$ cat config.mk
export PLATFORM = sky130hd
export DESIGN_NAME = riscv_pc_unit
export DESIGN_NICKNAME = d
export VERILOG_FILES = /design/src/rtl/riscv_pc_unit.sv
export SDC_FILE = /design/constraint.sdc
export NUM_CORES = 1
export LEC_CHECK = 0
export BUFFER_PORTS_ARGS = -buffer_cell sky130_fd_sc_hd__clkbuf_2
export CORE_ASPECT_RATIO = 0.6
export CORE_MARGIN = 8
export CORE_UTILIZATION = 45
export DETAILED_ROUTE_END_ITERATION = 16
export HOLD_SLACK_MARGIN = 0.15
export PLACE_DENSITY = 0.69
export SLEW_MARGIN = 40
export SYNTH_ARGS = -nofsm -noshare
export SYNTH_HDL_FRONTEND = slang
export SYNTH_SLANG_ARGS = --single-unit
$ cat constraint.sdc
create_clock -name clk -period 5.5 [get_ports clk]
set_input_delay 0 -clock clk [delete_from_list [all_inputs] [get_ports clk]]
set_output_delay 0 -clock clk [all_outputs]
set_load 0.005 [all_outputs]
$ cat src/rtl/riscv_pc_unit.sv
// Program-counter unit for the RV32I fetch stage: next-PC selection, stall,
// misaligned-target trapping with fault capture, and a circular return-address stack.
module riscv_pc_unit #(
  parameter int unsigned     XLEN         = 32,
  parameter logic [XLEN-1:0] RESET_VECTOR = XLEN'(32'h0000_0000),
  parameter logic [XLEN-1:0] TRAP_VECTOR  = XLEN'(32'h0000_0100),
  parameter int unsigned     RAS_DEPTH    = 4
) (
  input  logic            clk,
  input  logic            rst,
  input  logic            pcEn,
  input  logic [1:0]      pcSrc,
  input  logic [XLEN-1:0] offset,
  input  logic [XLEN-1:0] target,
  input  logic            rasPush,
  input  logic            rasPop,
  output logic [XLEN-1:0] pcOutput,
  output logic [XLEN-1:0] pcPlus4,
  output logic [XLEN-1:0] rasTop,
  output logic            rasValid,
  output logic            misaligned,
  output logic [XLEN-1:0] epc,
  output logic [XLEN-1:0] badAddr
);

  localparam int unsigned PTR_W = (RAS_DEPTH > 1) ? $clog2(RAS_DEPTH) : 1;
  localparam int unsigned CNT_W = $clog2(RAS_DEPTH + 1);
  localparam logic [CNT_W-1:0] CNT_MAX = CNT_W'(RAS_DEPTH);

  localparam logic [1:0] SRC_SEQ    = 2'b00;
  localparam logic [1:0] SRC_BRANCH = 2'b01;
  localparam logic [1:0] SRC_JUMP   = 2'b10;
  localparam logic [1:0] SRC_TRAP   = 2'b11;

  logic [XLEN-1:0]  pc_q, pc_d;
  logic [XLEN-1:0]  epc_q, epc_d;
  logic [XLEN-1:0]  bad_addr_q, bad_addr_d;
  logic             misaligned_q, misaligned_d;
  logic [XLEN-1:0]  ras_q [RAS_DEPTH];
  logic [XLEN-1:0]  ras_d [RAS_DEPTH];
  logic [PTR_W-1:0] top_q, top_d;
  logic [CNT_W-1:0] cnt_q, cnt_d;

  logic [XLEN-1:0]  cand_c;
  logic             misalign_c;
  logic [PTR_W-1:0] top_inc_c;

  assign pcOutput   = pc_q;
  assign pcPlus4    = pc_q + XLEN'(4);
  assign rasValid   = (cnt_q != '0);
  assign rasTop     = rasValid ? ras_q[top_q] : '0;
  assign misaligned = misaligned_q;
  assign epc        = epc_q;
  assign badAddr    = bad_addr_q;
  assign top_inc_c  = top_q + PTR_W'(1);

  // Candidate next PC; only branch and jump targets can carry misaligned low bits.
  always_comb begin
    cand_c = pcPlus4;
    unique case (pcSrc)
      SRC_SEQ:    cand_c = pcPlus4;
      SRC_BRANCH: cand_c = pc_q + offset;
      SRC_JUMP:   cand_c = {target[XLEN-1:1], 1'b0};
      SRC_TRAP:   cand_c = TRAP_VECTOR;
      default:    cand_c = pcPlus4;
    endcase
    misalign_c = ((pcSrc == SRC_BRANCH) || (pcSrc == SRC_JUMP)) && (cand_c[1:0] != 2'b00);
  end

  // Next-state: PC redirect, fault capture and RAS update, all frozen on stall.
  always_comb begin
    pc_d         = pc_q;
    epc_d        = epc_q;
    bad_addr_d   = bad_addr_q;
    misaligned_d = 1'b0;
    ras_d        = ras_q;
    top_d        = top_q;
    cnt_d        = cnt_q;
    if (pcEn) begin
      if (pcSrc == SRC_TRAP) begin
        pc_d  = TRAP_VECTOR;
        epc_d = pc_q;
      end else if (misalign_c) begin
        pc_d         = TRAP_VECTOR;
        epc_d        = pc_q;
        bad_addr_d   = cand_c;
        misaligned_d = 1'b1;
      end else begin
        pc_d = cand_c;
      end

      if (rasPush && (!rasPop || (cnt_q == '0))) begin
        top_d            = top_inc_c;
        ras_d[top_inc_c] = pcPlus4;
        if (cnt_q != CNT_MAX) cnt_d = cnt_q + CNT_W'(1);
      end else if (rasPush) begin
        ras_d[top_q] = pcPlus4;
      end else if (rasPop && (cnt_q != '0)) begin
        top_d = top_q - PTR_W'(1);
        cnt_d = cnt_q - CNT_W'(1);
      end
    end
  end

  always_ff @(posedge clk) begin
    if (rst) begin
      pc_q         <= RESET_VECTOR;
      epc_q        <= '0;
      bad_addr_q   <= '0;
      misaligned_q <= 1'b0;
      top_q        <= '0;
      cnt_q        <= '0;
      for (int i = 0; i < int'(RAS_DEPTH); i++) ras_q[i] <= '0;
    end else begin
      pc_q         <= pc_d;
      epc_q        <= epc_d;
      bad_addr_q   <= bad_addr_d;
      misaligned_q <= misaligned_d;
      top_q        <= top_d;
      cnt_q        <= cnt_d;
      ras_q        <= ras_d;
    end
  end

endmodule

==> reports/qor.yml <==
finalClockSkew_ns: 0.0145
start_util_pct: 45.3
cp_max_fo: 8
seq_power_share_pct: 42.0
tightest_slew_ns: 0.831
route.detailed.drc: 0
end_kind: "register"
yosysWarningCount: 0
reg2reg_setup_slack_ns: 1.58
die_y_um: 142
overflow: 0
syn_nets: 1487
grt_max_degree: 143
yosys.area_share.simple_pct: 17.7
min_to: "badAddr[0]$_SDFFE_PP0P_"
r2r_cells: 11
critical_path_arrival_ns: 4.30
cts_buffer_depth: 3
hold_viol_final: 0
ir_drop_uv: 222
p_clk_share_pct: 38.8
pwr-share-comb_pct: 19.2
synth_top_family_by_area: "compound AO/OA/AOI/OAI gates"
fin_tns_setup_ns: 0
crit_required_ns: 5.89
h-tree-depth: 1
r2r_end: "pcOutput[31]$_SDFFE_PP0P_"
synthTopCellsByArea: "dfxtp_1 (39%), a211oi_1 (8.0%), mux4_2 (6.1%), nor2_1 (6.0%), a21oi_1 (4.6%)"
ys_seq_area_share_pct: 38.8
path_class: "register to register"
setup_violations: 0
sw_frac_of_total_pct: 28.3
wl_per_cell_um: 19.9
synth-xor-area-share_pct: 4.35
finish.instance_area_mm2: 0.0146
fin_crit_ns: 3.92
maxCapViolations: 0
port_buffers: 231
ctsHoldBuffers: 42
drv_slew: 0
clk_pin_slew_ns: 0.07
async_reset_ff_share_pct: 0
synth_compound_area_share_pct: 21.5
final_antenna_net_count: 0
avgSynthCellArea_um2: 8.65
rsz0062_at_grt: "no"
layout-drive-gt1-share_pct: 21.7
cts_sinks: 230
final_common_cell: "clkbuf_2"
gp_congestion: 0.978
synthDistinctLibCells: 68
cts_tree: "built"
dr_total_vias: 11200
dieArea_mm2: 0.0320
worstHoldStart: "offset[0]"
fin_nets: 1705
synth_edf_count: 0
cts-root-buf: "clkbuf_16"
insertion_delay_ns: 0.52
cts_setup_buffers: 0
leakage_nw: 6.02
ys.flop_type: "dfxtp_1"
pin_count: 233
p_total_mw: 4.44
antenna_found_initial: 0
cts.repair.resized: 0
core_area_mm2: 0.0262
holdPathStages: 5
yosys.area.top_type: "dfxtp_1"
pwr_density_cell_mw_per_mm2: 304
cellInternalPower_mw: 3.18
syn_to_final_growth_pct: 22.9
synthCells: 1372
layout_common_cells: "clkbuf_2 (230), dfxtp_1 (229), nor2_1 (187)"
status: "complete, no violations"
numCtsBuffers: 22
grt_pass1_wl_um: 60700
rr_startpoint: "pcOutput[6]$_SDFFE_PP0P_"
grt_use_total_pct: 23.6
dr.pass1.iters: 5
synth_fa_ha_area_share_pct: 4.76
fp.dieW_um: 226
syn_area_mm2: 0.0119
hp-class: "input port to register"
netSwitchingPower_mw: 1.26
drt-initial-drc-count: 1048
post-route-period-util_pct: 71.2
vias_per_cell: 5.67
drt-total-wl_um: 39100
relSlewSlack_pct: 44.1
synthMuxAreaShare_pct: 8.12
synth_top_area_share_pct: 38.8
placed_cell_area_mm2: 0.0133
row_count: 46
timing.fmax_ghz: 0.255
antennaDiodeCount: 0
grt_pass1_vias: 10700
ys_seq_elements: 230
dpl.hpwl_um: 27900
critPathLaunchType: "register"
## power by group through the flow
stage / sequential (mW) / combinational, mW / clock, mW
finish: 1.86 / 0.853 / 1.73
global route: 1.88 / 0.939 / 1.81
CTS: 1.86 / 0.851 / 1.74
detailed placement: 1.90 / 0.819 / 0
global placement: 1.89 / 0.797 / 0
floorplan: 1.85 / 0.579 / 0
## worst max-delay path: stages (launching register included)
cell           delay (ns)
dfxtp_1              0.43
ha_1                 0.44
a21oi_1              0.11
o21ai_0              0.43
nor2_4               0.07
a211oi_4             0.41
o2111ai_4            0.24
o31ai_2              0.34
mux2_1               0.37
a221oi_2             0.29
dlygate4sd3_1        0.59
o21ai_1              0.05
## synth_stat cells, drive strengths merged, types with 3 or more instances
library cell / instances
a22o: 5
dfxtp: 230
o21bai: 6
xnor2: 26
o31ai: 3
nor3b: 6
nand2: 141
o211ai: 3
buf: 16
nand3: 16
a31o: 3
mux4: 32
nand4: 10
a2bb2oi: 3
or3: 3
nor2: 193
nand2b: 9
ha: 42
and3: 13
o21a: 4
and4: 4
inv: 46
a211oi: 129
mux2i: 22
nor3: 9
and2: 36
a21o: 21
a221o: 9
a21oi: 110
nand3b: 3
a31oi: 5
a32o: 4
a221oi: 18
a211o: 4
xor2: 33
o21ai: 32
nor2b: 14
clkbuf: 86
## worst max path at each step
stage,start,to,slack [ns],depth (start not counted)
global route,pcOutput[7]$_SDFFE_PP0P_,pcOutput[31]$_SDFFE_PP0P_,1.43,11
global placement,pcOutput[0]$_SDFFE_PP0P_,badAddr[23]$_SDFFE_PP0P_,1.76,12
floorplan,pcOutput[0]$_SDFFE_PP0P_,pcOutput[22]$_SDFFE_PP0P_,2.63,11
CTS,pcOutput[6]$_SDFFE_PP0P_,pcOutput[31]$_SDFFE_PP0P_,1.66,11
detailed placement,pcOutput[0]$_SDFFE_PP0P_,badAddr[30]$_SDFFE_PP0P_,1.80,12
finish,pcOutput[6]$_SDFFE_PP0P_,pcOutput[31]$_SDFFE_PP0P_,1.58,11
## registers in the layout, indices dropped and copies added, names as in the netlist
register and count:
badAddr 32, cnt_q 3, epc 32, misaligned 1
pcOutput 32, ras_q 128, top_q 2
## metal layers
metal  vias to the layer above  GRT usage (%)  share of wire [%]
met5                         -           1.77               0.20
met4                         2           5.66                2.2
met3                        69           5.13                8.7
met2                       485           36.5                 44
met1                      5277           33.0                 45
li1                       5324              -                  -
## stage by stage
stage | std cells | setup slack (ns) | utilization (%) | hold slack (ns)
after detailed placement | 1883 | 1.80 | 50.9 | 0.380
after global placement | 1879 | 1.76 | 50.6 | 0.379
after global routing | 1966 | 1.43 | 55.7 | 0.251
final | 1966 | 1.58 | 55.7 | 0.211
after CTS | 1965 | 1.66 | 55.6 | 0.173
after floorplan | 1372 | 2.63 | - | 0.271
## cell families after synthesis
logic type	count (synthesis)
adders and majority gates	44
buffers and inverters	148
and+or+nand+nor	465
DFF	230
AOI/OAI and AO/OA	370
muxes	56
xor gates and xnor gates	59
## area by class of cell
class	instances	area, µm²
inverter	46	173
sequential	230	4610
fill	2385	11600
multi-input combinational	994	6740
timing repair buffer	296	1810
clock inverter	9	173
clock buffer	31	646
tap	360	450
No activity file was read; power rests on OpenSTA's default activity.
